==> src/rtl/multicycle_pkg.sv <==
// rtl/multicycle_pkg.sv - states, opcodes, select codes and per-state control decode for multicycle_ctrl
// JAL_EN enables decode of the JAL state outputs.
package multicycle_pkg;

  typedef enum logic [3:0] {
    S_IDLE, S_FETCH, S_DECODE, S_MEMADR, S_MEMRD, S_MEMWB, S_MEMWR,
    S_EXEC_R, S_EXEC_I, S_ALUWB, S_BRANCH, S_JAL, S_ILLEGAL
  } state_t;

  localparam logic [6:0] OP_LOAD   = 7'b0000011;
  localparam logic [6:0] OP_STORE  = 7'b0100011;
  localparam logic [6:0] OP_R      = 7'b0110011;
  localparam logic [6:0] OP_I      = 7'b0010011;
  localparam logic [6:0] OP_BRANCH = 7'b1100011;
  localparam logic [6:0] OP_JAL    = 7'b1101111;

  localparam logic [1:0] ALU_ADD = 2'b00;
  localparam logic [1:0] ALU_BR  = 2'b01;
  localparam logic [1:0] ALU_RFN = 2'b10;
  localparam logic [1:0] ALU_IFN = 2'b11;

  localparam logic [1:0] WB_ALUOUT = 2'b00;
  localparam logic [1:0] WB_MDR    = 2'b01;
  localparam logic [1:0] WB_PC     = 2'b10;

  localparam logic [1:0] SRCA_PC    = 2'b00;
  localparam logic [1:0] SRCA_RS1   = 2'b01;
  localparam logic [1:0] SRCA_OLDPC = 2'b10;

  localparam logic [1:0] SRCB_RS2  = 2'b00;
  localparam logic [1:0] SRCB_FOUR = 2'b01;
  localparam logic [1:0] SRCB_IMM  = 2'b10;

  typedef struct packed {
    logic       pc_en;
    logic       i_or_d;
    logic       mem_read;
    logic       mem_write;
    logic       reg_write;
    logic [1:0] mem_to_reg;
    logic [1:0] alu_src_a;
    logic [1:0] alu_src_b;
    logic [1:0] alu_op;
    logic       pc_src;
    logic       busy;
    logic       illegal;
  } ctrl_t;

  // Moore part of the outputs; pc_en here covers only the unconditional JAL load.
  function automatic ctrl_t ctrl_decode(input state_t s);
    ctrl_t c;
    c = '0;
    case (s)
      S_FETCH:   begin c.mem_read = 1'b1; c.alu_src_a = SRCA_PC; c.alu_src_b = SRCB_FOUR; c.alu_op = ALU_ADD; end
      S_DECODE:  begin c.alu_src_a = SRCA_OLDPC; c.alu_src_b = SRCB_IMM; c.alu_op = ALU_ADD; end
      S_MEMADR:  begin c.alu_src_a = SRCA_RS1; c.alu_src_b = SRCB_IMM; c.alu_op = ALU_ADD; end
      S_MEMRD:   begin c.mem_read = 1'b1; c.i_or_d = 1'b1; end
      S_MEMWB:   begin c.reg_write = 1'b1; c.mem_to_reg = WB_MDR; end
      S_MEMWR:   begin c.mem_write = 1'b1; c.i_or_d = 1'b1; end
      S_EXEC_R:  begin c.alu_src_a = SRCA_RS1; c.alu_src_b = SRCB_RS2; c.alu_op = ALU_RFN; end
      S_EXEC_I:  begin c.alu_src_a = SRCA_RS1; c.alu_src_b = SRCB_IMM; c.alu_op = ALU_IFN; end
      S_ALUWB:   begin c.reg_write = 1'b1; c.mem_to_reg = WB_ALUOUT; end
      S_BRANCH:  begin c.alu_src_a = SRCA_RS1; c.alu_src_b = SRCB_RS2; c.alu_op = ALU_BR; c.pc_src = 1'b1; end
`ifdef JAL_EN
      S_JAL:     begin c.reg_write = 1'b1; c.mem_to_reg = WB_PC; c.pc_en = 1'b1; c.pc_src = 1'b1; end
`endif
      S_ILLEGAL: c.illegal = 1'b1;
      default:   c = '0;
    endcase
    c.busy = (s != S_IDLE) && (s != S_ILLEGAL);
    return c;
  endfunction

endpackage

==> src/rtl/multicycle_ctrl_branch_cond.sv <==
// rtl/multicycle_ctrl_branch_cond.sv - branch taken decision from funct3 and ALU flags
module branch_cond
  import multicycle_pkg::*;
(
  input  logic [2:0] funct3,
  input  logic       zero,
  input  logic       alu_lt,
  output logic       taken
);

  always_comb begin
    taken = 1'b0;
    case (funct3)
      3'b000:         taken = zero;
      3'b001:         taken = ~zero;
      3'b100, 3'b110: taken = alu_lt;
      3'b101, 3'b111: taken = ~alu_lt;
      default:        taken = 1'b0;
    endcase
  end

endmodule

==> src/rtl/multicycle_ctrl.sv <==
// rtl/multicycle_ctrl.sv - multi-cycle RV32I control FSM with ready-handshaked shared memory
// Optional JAL support is built when JAL_EN is defined.
module multicycle_ctrl
  import multicycle_pkg::*;
(
  input  logic       clk,
  input  logic       rst,
  input  logic       run,
  input  logic [6:0] opcode,
  input  logic [2:0] funct3,
  input  logic       zero,
  input  logic       alu_lt,
  input  logic       mem_ready,
  output logic       pc_en,
  output logic       ir_write,
  output logic       i_or_d,
  output logic       mem_read,
  output logic       mem_write,
  output logic       reg_write,
  output logic [1:0] mem_to_reg,
  output logic [1:0] alu_src_a,
  output logic [1:0] alu_src_b,
  output logic [1:0] alu_op,
  output logic       pc_src,
  output logic       busy,
  output logic       illegal
);

  state_t state, state_d, next_instr;
  ctrl_t  ctrl;
  logic   taken;

  branch_cond u_branch_cond (
    .funct3 (funct3),
    .zero   (zero),
    .alu_lt (alu_lt),
    .taken  (taken)
  );

  // Instruction boundary: park in IDLE instead of fetching when run is low.
  assign next_instr = run ? S_FETCH : S_IDLE;

  always_comb begin
    state_d = state;
    case (state)
      S_IDLE:   if (run) state_d = S_FETCH;
      S_FETCH:  if (mem_ready) state_d = S_DECODE;
      S_DECODE: begin
        case (opcode)
          OP_LOAD, OP_STORE: state_d = S_MEMADR;
          OP_R:              state_d = S_EXEC_R;
          OP_I:              state_d = S_EXEC_I;
          OP_BRANCH:         state_d = (funct3 == 3'b010 || funct3 == 3'b011) ? S_ILLEGAL : S_BRANCH;
`ifdef JAL_EN
          OP_JAL:            state_d = S_JAL;
`endif
          default:           state_d = S_ILLEGAL;
        endcase
      end
      S_MEMADR: state_d = (opcode == OP_STORE) ? S_MEMWR : S_MEMRD;
      S_MEMRD:  if (mem_ready) state_d = S_MEMWB;
      S_MEMWR:  if (mem_ready) state_d = next_instr;
      S_EXEC_R, S_EXEC_I: state_d = S_ALUWB;
      S_MEMWB, S_ALUWB, S_BRANCH, S_JAL: state_d = next_instr;
      S_ILLEGAL: state_d = S_ILLEGAL;
      default:   state_d = S_IDLE;
    endcase
  end

  // Outputs are registered from the next state so they line up with the state register.
  always_ff @(posedge clk or negedge rst) begin
    if (!rst) begin
      state <= S_IDLE;
      ctrl  <= '0;
    end else begin
      state <= state_d;
      ctrl  <= ctrl_decode(state_d);
    end
  end

  assign ir_write   = (state == S_FETCH) & mem_ready;
  assign pc_en      = ctrl.pc_en | ir_write | ((state == S_BRANCH) & taken);
  assign i_or_d     = ctrl.i_or_d;
  assign mem_read   = ctrl.mem_read;
  assign mem_write  = ctrl.mem_write;
  assign reg_write  = ctrl.reg_write;
  assign mem_to_reg = ctrl.mem_to_reg;
  assign alu_src_a  = ctrl.alu_src_a;
  assign alu_src_b  = ctrl.alu_src_b;
  assign alu_op     = ctrl.alu_op;
  assign pc_src     = ctrl.pc_src;
  assign busy       = ctrl.busy;
  assign illegal    = ctrl.illegal;

endmodule

==> config.mk <==
export PLATFORM = sky130hd
export DESIGN_NAME = multicycle_ctrl
export DESIGN_NICKNAME = d
export VERILOG_FILES = /design/src/rtl/multicycle_pkg.sv /design/src/rtl/multicycle_ctrl_branch_cond.sv /design/src/rtl/multicycle_ctrl.sv
export SDC_FILE = /design/constraint.sdc
export NUM_CORES = 1
export LEC_CHECK = 0
export BUFFER_PORTS_ARGS = -buffer_cell sky130_fd_sc_hd__buf_2
export CELL_PAD_IN_SITES_DETAIL_PLACEMENT = 1
export CELL_PAD_IN_SITES_GLOBAL_PLACEMENT = 1
export CORE_MARGIN = 1
export CORE_UTILIZATION = 30
export CTS_CLUSTER_DIAMETER = 100
export CTS_CLUSTER_SIZE = 40
export DETAILED_ROUTE_END_ITERATION = 7
export PLACE_DENSITY_LB_ADDON = 0.1
export SYNTH_ARGS = -nofsm -noshare
export SYNTH_HDL_FRONTEND = slang
export SYNTH_HIERARCHICAL = 1
export SYNTH_SLANG_ARGS = --single-unit
==> constraint.sdc <==
create_clock -name clk -period 2.55 [get_ports clk]
set_input_delay 0.51 -clock clk [delete_from_list [all_inputs] [get_ports clk]]
set_output_delay 0.51 -clock clk [all_outputs]
set_load 0.05 [all_outputs]
==> results.cfg <==
[routing]
avgViaCountPerCell = 4.76
vias = 843
routed_wl_mm = 2.31
drt_pass1_iterations = 4
initialDrtViolationCount = 47
wl_per_cell_um = 13.0
drc = 0
drtAntennaViolNets = 0

[pwr]
power.density_nw_per_um2 = 1230
power_leakage_uw = 0.000619
ir_drop_mv = 0.669

[critical_path]
slowest_stage = dfrtp_1
cpPeakStageDelay_ns = 0.63
critPathArrivalTime_ns = 1.78
startpoint_type = flop
cpMostUsedCell = nor2_1
crit_path_max_fanout = 11
rrSetupSlack_ns = 0.49
cp_data_required_time_ns = 2.04
path_cells = nor2b_4, nand2_1, nor2_1, a31oi_1, nor2_1, buf_2
crit_path_end_kind = output port
critPathKind = flop to output port

[floorplanning]
placeableCoreArea_um2 = 3150
pin_count = 33
fp-row-count = 20
initial_core_util = 0.326
dieArea_um2 = 3660
die_w_um = 60.5
die_h_um = 60.5

[synthesis]
yosysSeqAreaShare = 0.438
syn_nets = 120
ys_warn_count = 6
syn_avg_cell_area_um2 = 9.88
synthesis.area_um2 = 1030
yosysUniqueCellTypes = 42
netlist_instances = 104
synth_seq_cells = 18

[clock_network]
root_buffer = clkbuf_4
clk_latency_ns = 0.29
cts_htree_levels = 1
post-cts-setup-buffers = 0
tritoncts = done
cts_made_buffers = 3
cts_buffer_depth = 2
post_cts_resize_count = 0
clkTransAtPathRegs_ns = 0.10
cts_sinks = 18
hold_buffers = 0

[global_route]
use_met2 = 0.246
grt_pass1_vias = 858
overflow = 0
grt_pass1_wl_mm = 4.04
use_met1 = 0.199
grt_util_met3 = 0.0448
busiest_layer = met2
antenna_found_initial = 0
grt_max_degree = 19
grtUsageTotal = 0.151

[layout]
fin_nets = 150
fin_cells = 177
num_antenna_cells = 0
mostFrequentLayoutCells = buf_2, dfrtp_1, nor2_1
area_growth_pct = 18.6
largest-register = state
drive_above_1_share = 0.376
final_common_cell = buf_2
largest_reg_flops = 4

[run_status]
outcome = finished, final reports clean

[sta]
fin_tns_setup_ns = 0
finalHoldViolations = 0
finalClockSkew_ns = 0.00190
max_freq_mhz = 436
min_period_over_period = 0.898
worst_slack_ns = 0.259
slew_viol_final = 0
setup_viol = 0
min_period_ns = 2.29
rsz0062_at_grt = no

[placement]
dp_hpwl_mm = 1.77
gp_congestion = 0.726
dp_cells = 173
place_worst_setup_slack_ns = 0.329
port_buffers = 31

[hold_path]
hold_class = input port to asynchronous set/reset pin

[flow_run]
maxCapViolCount = 0
[routing by layer]
layer | part of all wire | wire (µm)
met1 | 0.48 | 1110
met2 | 0.47 | 1090
met3 | 0.045 | 104
met4 | 0.0043 | 10
met5 | 0 | 0
[metrics by stage]
stage / total power (µW) / hold WS [ns] / util / cell area [µm²]
floorplan: 1170 / 0.214 / - / 1030
global placement: 1320 / 0.452 / 0.375 / 1180
detailed placement: 1330 / 0.459 / 0.375 / 1180
CTS: 1510 / 0.129 / 0.387 / 1220
global route: 1620 / 0.136 / 0.387 / 1220
finish: 1500 / 0.117 / 0.387 / 1220
[cell usage after synthesis (all sizes together)]
cell     count  area (µm²)
or2b         1        7.51
and4bb       1        12.5
or4          1        7.51
inv          6        22.5
o21ai        6        30.0
or3          1        6.26
nand4b       1        8.76
o2111ai      1        8.76
nor3b        1        7.51
conb         1        3.75
a31oi        1        6.26
o32ai        1        8.76
o31ai        2        15.0
a21o         1        7.51
nor2b        8        57.6
nand2b       2        12.5
or3b         2        17.5
nand2        7        26.3
a32oi        1        8.76
a221oi       1        26.3
buf          6        57.6
nand3b       1        7.51
dfrtp       18         450
nand4        1        6.26
clkbuf       1        5.00
nor4bb       1        10.0
nor3         2        15.0
nand3        6        40.0
clkinv       1        3.75
a21oi        5        25.0
nor2        11        46.3
nor4b        1        23.8
and3         4        35.0
[critical path: cells and delay by family, from the launching register on]
family,cells,cell delay (ns)
flip-flops,1,0.63
AND/OR/NAND/NOR,4,0.54
buffers and inverters,1,0.26
AO/OA/AOI/OAI,1,0.05
[cell families (layout without fill, tap and decap cells)]
kind of cell	count (synthesis)	in the layout	synth area share
AND/OR/NAND/NOR	52	52	0.339
flip-flops	18	18	0.438
other	1	1	0.00365
AO/OA/AOI/OAI	19	19	0.133
buffers and inverters	14	43	0.0865
[where the power goes]
group	leakage, µW	total [µW]	switching (µW)	internal [µW]
clock	0.0000210	175	87.6	87.1
sequential	0.000239	488	108	380
combinational	0.000359	835	576	259
total	0.000619	1500	772	726
[layout make-up]
cell class / instances / area (µm²)
fill: 387 / 1930
sequential: 18 / 450
multi-input combinational: 72 / 488
timing repair buffer: 32 / 163
tap: 44 / 55.1
inverter: 7 / 26.3
clock buffer: 4 / 36.3
[final timing paths]
check	start	endpoint	depth (start not counted)
min in group clk	mem_ready	mem_to_reg[0]	3
worst min-delay path	rst	alu_src_b[1]	1
worst max register to register	state[0]	alu_op[1]	7
worst max-delay path	state[0]	pc_en	6
max in group asynchronous	rst	mem_to_reg[0]	1
worst min register to register	state[1]	mem_to_reg[0]	1
No activity file was read; power rests on OpenSTA's default activity.
